### config.mk
export PLATFORM = sky130hd
export DESIGN_NAME = pipe_stage_buf_flat
export DESIGN_NICKNAME = d
export VERILOG_FILES = /design/src/rtl/pipe_pkg.sv /design/src/rtl/pipe_stage_buf_if.sv /design/src/rtl/pipe_skid_entry.sv /design/src/rtl/pipe_stage_buf.sv /design/src/flat_wrapper.sv
export SDC_FILE = /design/constraint.sdc
export NUM_CORES = 1
export LEC_CHECK = 0
export BUFFER_PORTS_ARGS = -buffer_cell sky130_fd_sc_hd__buf_2
export CELL_PAD_IN_SITES_DETAIL_PLACEMENT = 2
export CELL_PAD_IN_SITES_GLOBAL_PLACEMENT = 2
export CORE_MARGIN = 3
export CORE_UTILIZATION = 36
export CTS_BUF_LIST = sky130_fd_sc_hd__clkbuf_4 sky130_fd_sc_hd__clkbuf_8
export DETAILED_ROUTE_END_ITERATION = 16
export GPL_TIMING_DRIVEN = 0
export HOLD_SLACK_MARGIN = 0.05
export PLACE_DENSITY_LB_ADDON = 0.05
export SYNTH_ARGS = -nofsm -noshare
export SYNTH_HDL_FRONTEND = slang
export SYNTH_SLANG_ARGS = --single-unit
### constraint.sdc
create_clock -name clk -period 2.9 [get_ports clk]
set_input_delay 0.145 -clock clk [delete_from_list [all_inputs] [get_ports clk]]
set_output_delay 0.145 -clock clk [all_outputs]
set_load 0.005 [all_outputs]
### src/rtl/pipe_pkg.sv
// rtl/pipe_pkg.sv - shared stage bundle widths and bubble constants for the pipeline buffers
package pipe_pkg;

   localparam int PC_W       = 16;
   localparam int REG_ADDR_W = 4;
   localparam int IMM_W      = 8;
   localparam int ALUOP_W    = 3;
   localparam int INSTR_W    = 32;
   localparam int XLEN       = 16;
   localparam int CTRL_W     = 17;

   // Per-stage bundle widths, derived from the field widths above
   localparam int IF_ID_W  = PC_W + INSTR_W + PC_W;
   localparam int ID_EX_W  = PC_W + 2 * XLEN + 3 * REG_ADDR_W + IMM_W + ALUOP_W + CTRL_W;
   localparam int EX_MEM_W = PC_W + 2 * XLEN + REG_ADDR_W + CTRL_W;
   localparam int MEM_WB_W = XLEN + REG_ADDR_W + CTRL_W;

   // A bubble is an all-zero bundle: every control bit inactive
   localparam logic [IF_ID_W-1:0]  IF_ID_BUBBLE  = '0;
   localparam logic [ID_EX_W-1:0]  ID_EX_BUBBLE  = '0;
   localparam logic [EX_MEM_W-1:0] EX_MEM_BUBBLE = '0;
   localparam logic [MEM_WB_W-1:0] MEM_WB_BUBBLE = '0;

   // Field layout of the ID/EX bundle, the widest stage
   typedef struct packed {
      logic [PC_W-1:0]       pc;
      logic [XLEN-1:0]       op_a;
      logic [XLEN-1:0]       op_b;
      logic [REG_ADDR_W-1:0] rs1;
      logic [REG_ADDR_W-1:0] rs2;
      logic [REG_ADDR_W-1:0] rd;
      logic [IMM_W-1:0]      imm;
      logic [ALUOP_W-1:0]    aluop;
      logic [CTRL_W-1:0]     ctrl;
   } id_ex_t;

endpackage

### src/rtl/pipe_stage_buf_if.sv
// rtl/pipe_stage_buf_if.sv - upstream/downstream valid-ready handshake of one pipeline stage buffer
interface pipe_stage_buf_if
   import pipe_pkg::*;
#(
   parameter int DATA_W = ID_EX_W
) ();

   logic              in_valid;
   logic [DATA_W-1:0] in_data;
   logic              in_ready;
   logic              out_valid;
   logic [DATA_W-1:0] out_data;
   logic              out_ready;

   // Driver side: produces upstream bundles and consumes the head
   modport master (
      output in_valid, in_data, out_ready,
      input  in_ready, out_valid, out_data
   );

   // Buffer side
   modport slave (
      input  in_valid, in_data, out_ready,
      output in_ready, out_valid, out_data
   );

endinterface

### src/rtl/pipe_skid_entry.sv
// rtl/pipe_skid_entry.sv - one bundle register with valid bit and load/clear controls
module pipe_skid_entry
   import pipe_pkg::*;
#(
   parameter int                DATA_W    = ID_EX_W,
   parameter logic [DATA_W-1:0] RESET_VAL = '0
) (
   input  logic              clk,
   input  logic              rst,
   input  logic              load,
   input  logic              clear,
   input  logic [DATA_W-1:0] load_data,
   output logic              valid,
   output logic [DATA_W-1:0] data
);

   logic              valid_d, valid_q;
   logic [DATA_W-1:0] data_d, data_q;

   // Clear wins over load; data is kept on clear so a stale head can still be shown
   always_comb begin
      valid_d = valid_q;
      data_d  = data_q;
      if (clear) begin
         valid_d = 1'b0;
      end else if (load) begin
         valid_d = 1'b1;
         data_d  = load_data;
      end
   end

   // Entry state register
   always_ff @(posedge clk) begin
      if (rst) begin
         valid_q <= 1'b0;
         data_q  <= RESET_VAL;
      end else begin
         valid_q <= valid_d;
         data_q  <= data_d;
      end
   end

   assign valid = valid_q;
   assign data  = data_q;

endmodule

### src/rtl/pipe_stage_buf.sv
// rtl/pipe_stage_buf.sv - inter-stage pipeline buffer with handshake, optional skid entry and hazard tags
module pipe_stage_buf
   import pipe_pkg::*;
#(
   parameter int                DATA_W          = ID_EX_W,
   parameter int                SKID            = 1,
   parameter logic [DATA_W-1:0] BUBBLE_VAL      = ID_EX_BUBBLE,
   parameter int                CLEAR_ON_BUBBLE = 1
) (
   input  logic                clk,
   input  logic                rst,
   input  logic                flush,
   input  logic                stall,
   pipe_stage_buf_if.slave     bus,
   output logic                post_stall,
   output logic                post_flush,
   output logic [1:0]          occupancy
);

   logic              main_v, skid_v;
   logic [DATA_W-1:0] main_data, skid_data;
   logic              main_load, main_clear, skid_load, skid_clear;
   logic [DATA_W-1:0] main_din;
   logic              skid_v_next;
   logic              push, pop;
   logic              in_ready_d, in_ready_q;
   logic              post_stall_d, post_stall_q;
   logic              post_flush_d, post_flush_q;

   // With the skid entry, ready depends only on registered state, never on out_ready
   assign bus.in_ready = !stall && ((SKID != 0) ? in_ready_q : (!main_v || bus.out_ready));

   assign push = bus.in_valid && bus.in_ready && !stall && !flush;
   assign pop  = main_v && bus.out_ready && !flush;

   // Occupancy control: decide which entry loads or empties this cycle
   always_comb begin
      main_load  = 1'b0;
      main_clear = 1'b0;
      main_din   = bus.in_data;
      skid_load  = 1'b0;
      skid_clear = 1'b0;
      if (flush) begin
         main_clear = 1'b1;
         skid_clear = 1'b1;
      end else if (SKID != 0) begin
         if (skid_v) begin
            // Full: only a pop can happen, the second entry advances to the head
            if (pop) begin
               main_load  = 1'b1;
               main_din   = skid_data;
               skid_clear = 1'b1;
            end
         end else if (main_v) begin
            if (push && pop) begin
               main_load = 1'b1;
            end else if (push) begin
               skid_load = 1'b1;
            end else if (pop) begin
               main_clear = 1'b1;
            end
         end else if (push) begin
            main_load = 1'b1;
         end
      end else begin
         if (push) begin
            main_load = 1'b1;
         end else if (pop) begin
            main_clear = 1'b1;
         end
      end
   end

   // Next-state view of the second entry, used to register ready ahead of time
   always_comb begin
      skid_v_next = skid_v;
      if (skid_clear) begin
         skid_v_next = 1'b0;
      end else if (skid_load) begin
         skid_v_next = 1'b1;
      end
      in_ready_d   = !skid_v_next;
      post_stall_d = stall && !flush;
      post_flush_d = flush;
   end

   // Registered ready and one-cycle hazard tags
   always_ff @(posedge clk) begin
      if (rst) begin
         in_ready_q   <= 1'b1;
         post_stall_q <= 1'b0;
         post_flush_q <= 1'b0;
      end else begin
         in_ready_q   <= in_ready_d;
         post_stall_q <= post_stall_d;
         post_flush_q <= post_flush_d;
      end
   end

   pipe_skid_entry #(
      .DATA_W    (DATA_W),
      .RESET_VAL (BUBBLE_VAL)
   ) u_main (
      .clk       (clk),
      .rst       (rst),
      .load      (main_load),
      .clear     (main_clear),
      .load_data (main_din),
      .valid     (main_v),
      .data      (main_data)
   );

   generate
      if (SKID != 0) begin : g_skid
         pipe_skid_entry #(
            .DATA_W    (DATA_W),
            .RESET_VAL (BUBBLE_VAL)
         ) u_skid (
            .clk       (clk),
            .rst       (rst),
            .load      (skid_load),
            .clear     (skid_clear),
            .load_data (bus.in_data),
            .valid     (skid_v),
            .data      (skid_data)
         );
      end else begin : g_no_skid
         assign skid_v    = 1'b0;
         assign skid_data = BUBBLE_VAL;
      end
   endgenerate

   assign bus.out_valid = main_v;
   assign bus.out_data  = (main_v || (CLEAR_ON_BUBBLE == 0)) ? main_data : BUBBLE_VAL;
   assign occupancy     = {1'b0, main_v} + {1'b0, skid_v};
   assign post_stall    = post_stall_q;
   assign post_flush    = post_flush_q;

endmodule

### src/flat_wrapper.sv
// flat-port wrapper written by rule: the top's interface ports become plain ports
module pipe_stage_buf_flat import pipe_pkg::*;
#(
   parameter int                DATA_W          = ID_EX_W,
   parameter int                SKID            = 1,
   parameter logic [DATA_W-1:0] BUBBLE_VAL      = ID_EX_BUBBLE,
   parameter int                CLEAR_ON_BUBBLE = 1
)
  (clk, rst, flush, stall, post_stall, post_flush, occupancy, bus_in_valid, bus_in_data, bus_out_ready, bus_in_ready, bus_out_valid, bus_out_data);
  pipe_stage_buf_if #(.DATA_W(DATA_W)) bus_i ();
  input  logic clk;
  input  logic rst;
  input  logic flush;
  input  logic stall;
  output logic post_stall;
  output logic post_flush;
  output logic [1:0] occupancy;
  input wire logic [$bits(bus_i.in_valid)-1:0] bus_in_valid;
  input wire logic [$bits(bus_i.in_data)-1:0] bus_in_data;
  input wire logic [$bits(bus_i.out_ready)-1:0] bus_out_ready;
  output wire logic [$bits(bus_i.in_ready)-1:0] bus_in_ready;
  output wire logic [$bits(bus_i.out_valid)-1:0] bus_out_valid;
  output wire logic [$bits(bus_i.out_data)-1:0] bus_out_data;
  assign bus_i.in_valid = bus_in_valid;
  assign bus_i.in_data = bus_in_data;
  assign bus_i.out_ready = bus_out_ready;
  assign bus_in_ready = bus_i.in_ready;
  assign bus_out_valid = bus_i.out_valid;
  assign bus_out_data = bus_i.out_data;
  pipe_stage_buf #(.DATA_W(DATA_W), .SKID(SKID), .BUBBLE_VAL(BUBBLE_VAL), .CLEAR_ON_BUBBLE(CLEAR_ON_BUBBLE)) u_core (.clk(clk), .rst(rst), .flush(flush), .stall(stall), .bus(bus_i), .post_stall(post_stall), .post_flush(post_flush), .occupancy(occupancy));
endmodule
==> run summary <==
Minimum clock period -> 2690 ps
Most common flop cell mapped by yosys -> dfxtp_1
Max-cap violation count -> 0
Worst-margin pin slew -> 830 ps
Crit path DAT -> 2540 ps
Period utilization -> 92.6%
Synth top area cells -> dfxtp_1 (44%), mux2i_1 (11%), a221oi_1 (7.2%)
Reg clk slew, reported paths -> 80 ps
Synthesis warning total -> 0
Synth Cell Area -> 0.00825 sq mm
Clk_skew -> 22.5 ps
Syn_area_per_cell -> 8.91 sq um
Commonest non-fill, non-tap cell in the layout -> buf_2
PwrDens -> 465 mW/mm^2
Clock root cell -> clkbuf_8
Slew margin rel. -> 44.6%
Port bufs -> 185
Final TNS setup -> 0 ps
# fillers -> 2410
CTS Sinks -> 181
Core Region -> 0.0222 sq mm
Detail Route Antenna Nets -> 0
Placed cell areas -> 0.00952 sq mm
EDFF count, synth -> 0
Tot GR Track Use -> 26.3%
Via/cell ratio -> 5.48
Critical path type -> reg2out
Crit path max fanout -> 10
Starting Density -> 37.2%
Post-synth ARST share -> 0%
Fin util -> 49.0%
CP endpoint kind -> primary output
Critical path startpoint -> u_core.u_main.valid$_SDFFE_PP0P_
Final net count -> 1315
Final setup fails -> 0
Design area -> 0.0109 sq mm
Reg2reg start -> u_core.u_main.valid$_SDFFE_PP0P_
Via Count -> 8301
Status -> completed
Hpwl dp -> 21.0 mm
RSZ-0062 raised after global routing -> no
WP data required -> 2760 ps
Row count -> 54
First-pass GRT wire length -> 51.3 mm
CTS max path bufs -> 2
Initial antenna violation count -> 1
Area grow syn2layout -> 31.7%
Total CTS buffers -> 17
Worst Hold Class -> in2reg
Drt drc -> 0
Routability Congestion -> 0.798
# H-tree levels -> 4
Hold_sp -> bus_in_valid
Startpoint types -> register
Register area share after synthesis -> 43.9%
Top-area cell type share of the netlist area -> 43.9%
Synth cell types -> 32
Commonest cells after routing, fill and taps aside -> buf_2 (204), dfxtp_1 (181), dlygate4sd3_1 (91)
Die Span Y -> 157 um
Syn_nets -> 1020
Die area -> 0.0248 sq mm
Overflow after GRT -> 0
Hold Vio Cnt, Final -> 0
# IOs -> 188
Yosys reg bits -> 181
TritonCTS clock tree -> yes
VDD IR-drop max -> 0.251 mV
Starting DRC count in detailed routing -> 370
Vias in the first global route -> 9084
Cell taking the most area after synthesis -> dfxtp_1
Slew Limit Fails -> 0
Largest net degree at the start of global routing -> 17
Post-CTS setup buffer count -> 0
Achievable frequency -> 372 MHz
Die W -> 157 um
Post-Route WL -> 32.5 mm
Leak -> 4.77 nW
Fraction of layout cells with a size suffix above 1 -> 21.7%
Drt pass-1 iters -> 5
WL/cell -> 21.5 um
Clk Latency, worst-skew pair -> 480 ps
Mapped Cells -> 925
per-layer routing:
metal  GRT usage (%)  vias up  wire, um
li1                -     3933         -
met1            34.0     4158     14900
met2            46.0      182     16000
met3            4.07       28      1010
met4            6.40        0       560
met5               0        -         0
cells in the mapped netlist, types with 2 or more instances:
cell type / number
a21oi_1: 89
a221oi_1: 68
a221oi_2: 20
and2_1: 88
buf_2: 19
buf_4: 6
buf_6: 4
clkbuf_1: 77
dfxtp_1: 181
mux2i_1: 88
nand2b_1: 2
nand3_1: 89
nor2_1: 89
o21ai_0: 86
o21ai_1: 2
report_power, final:
| part | total, mW | internal, mW | leakage [nW] | switching (mW) |
|---|---|---|---|---|
| combinational | 0.562 | 0.244 | 3.10 | 0.318 |
| sequential | 2.59 | 2.55 | 1.47 | 0.0364 |
| clock | 1.90 | 0.884 | 0.205 | 1.01 |
| total | 5.05 | 3.68 | 4.77 | 1.37 |
what timing repair did:
action,4_1_cts,5_1_grt
resized for setup,0,2
endpoints found under the setup margin,0,1
endpoints found under the hold margin,108,0
hold buffers,91,0
registers in the layout (all words and copies together) (netlist names):
signal,flops
u_core.u_main.valid,1
u_core.in_ready_q,1
u_core.u_main.data,88
u_core.post_flush,1
u_core.post_stall,1
u_core.g_skid.u_skid.valid,1
u_core.g_skid.u_skid.data,88
critical path: stages, from the launching register on:
cell and delay (ps):
dfxtp_1 470, clkdlybuf4s15_1 780, clkbuf_1 410, and2_1 280, buf_2 140
final timing paths:
| check | endpoint | slack, ps | depth (start not counted) |
|---|---|---|---|
| setup / recovery | bus_out_data[12] | 210 | 4 |
| hold / removal | u_core.g_skid.u_skid.valid$_SDFF_PP0_ | 160 | 3 |
| setup reg to reg | u_core.g_skid.u_skid.data[34]$_SDFFE_PP0P_ | 520 | 5 |
| hold reg to reg | u_core.g_skid.u_skid.data[17]$_SDFFE_PP0P_ | 480 | 2 |
kinds of logic (layout without fill, tap and decap cells):
family | after synthesis | count (layout) | synth area share, %
and+or+nand+nor | 277 | 277 | 17.3
AOI/OAI and AO/OA | 269 | 269 | 22.0
DFF | 181 | 181 | 43.9
buffers and inverters | 109 | 417 | 5.90
muxes | 88 | 88 | 10.7
adders and majority gates | 1 | 1 | 0.152
other | 0 | 1 | 0
area by class of cell:
type,instances,area (sq um),share of cell area [%]
flip-flops and latches,181,3620,33.4
plain buffers,108,489,4.50
inverters,1,3.75,0.0346
clock buffers,19,249,2.29
well taps,280,350,3.23
repair buffers,276,1840,16.9
diodes,1,2.50,0.0230
clock inverters,13,170,1.57
multi-input cells,635,4140,38.1
per-stage QoR:
stage	worst slack, ps	hold WS, ps	cells	total power [mW]
2_1_floorplan	1310	262	925	2.88
4_1_cts	191	145	1513	5.06
3_3_place_gp	536	399	1390	3.09
6_report	214	161	1514	5.05
5_1_grt	29.1	185	1514	5.24
3_5_place_dp	531	409	1390	3.10
Power figures use the tool's default switching activity.
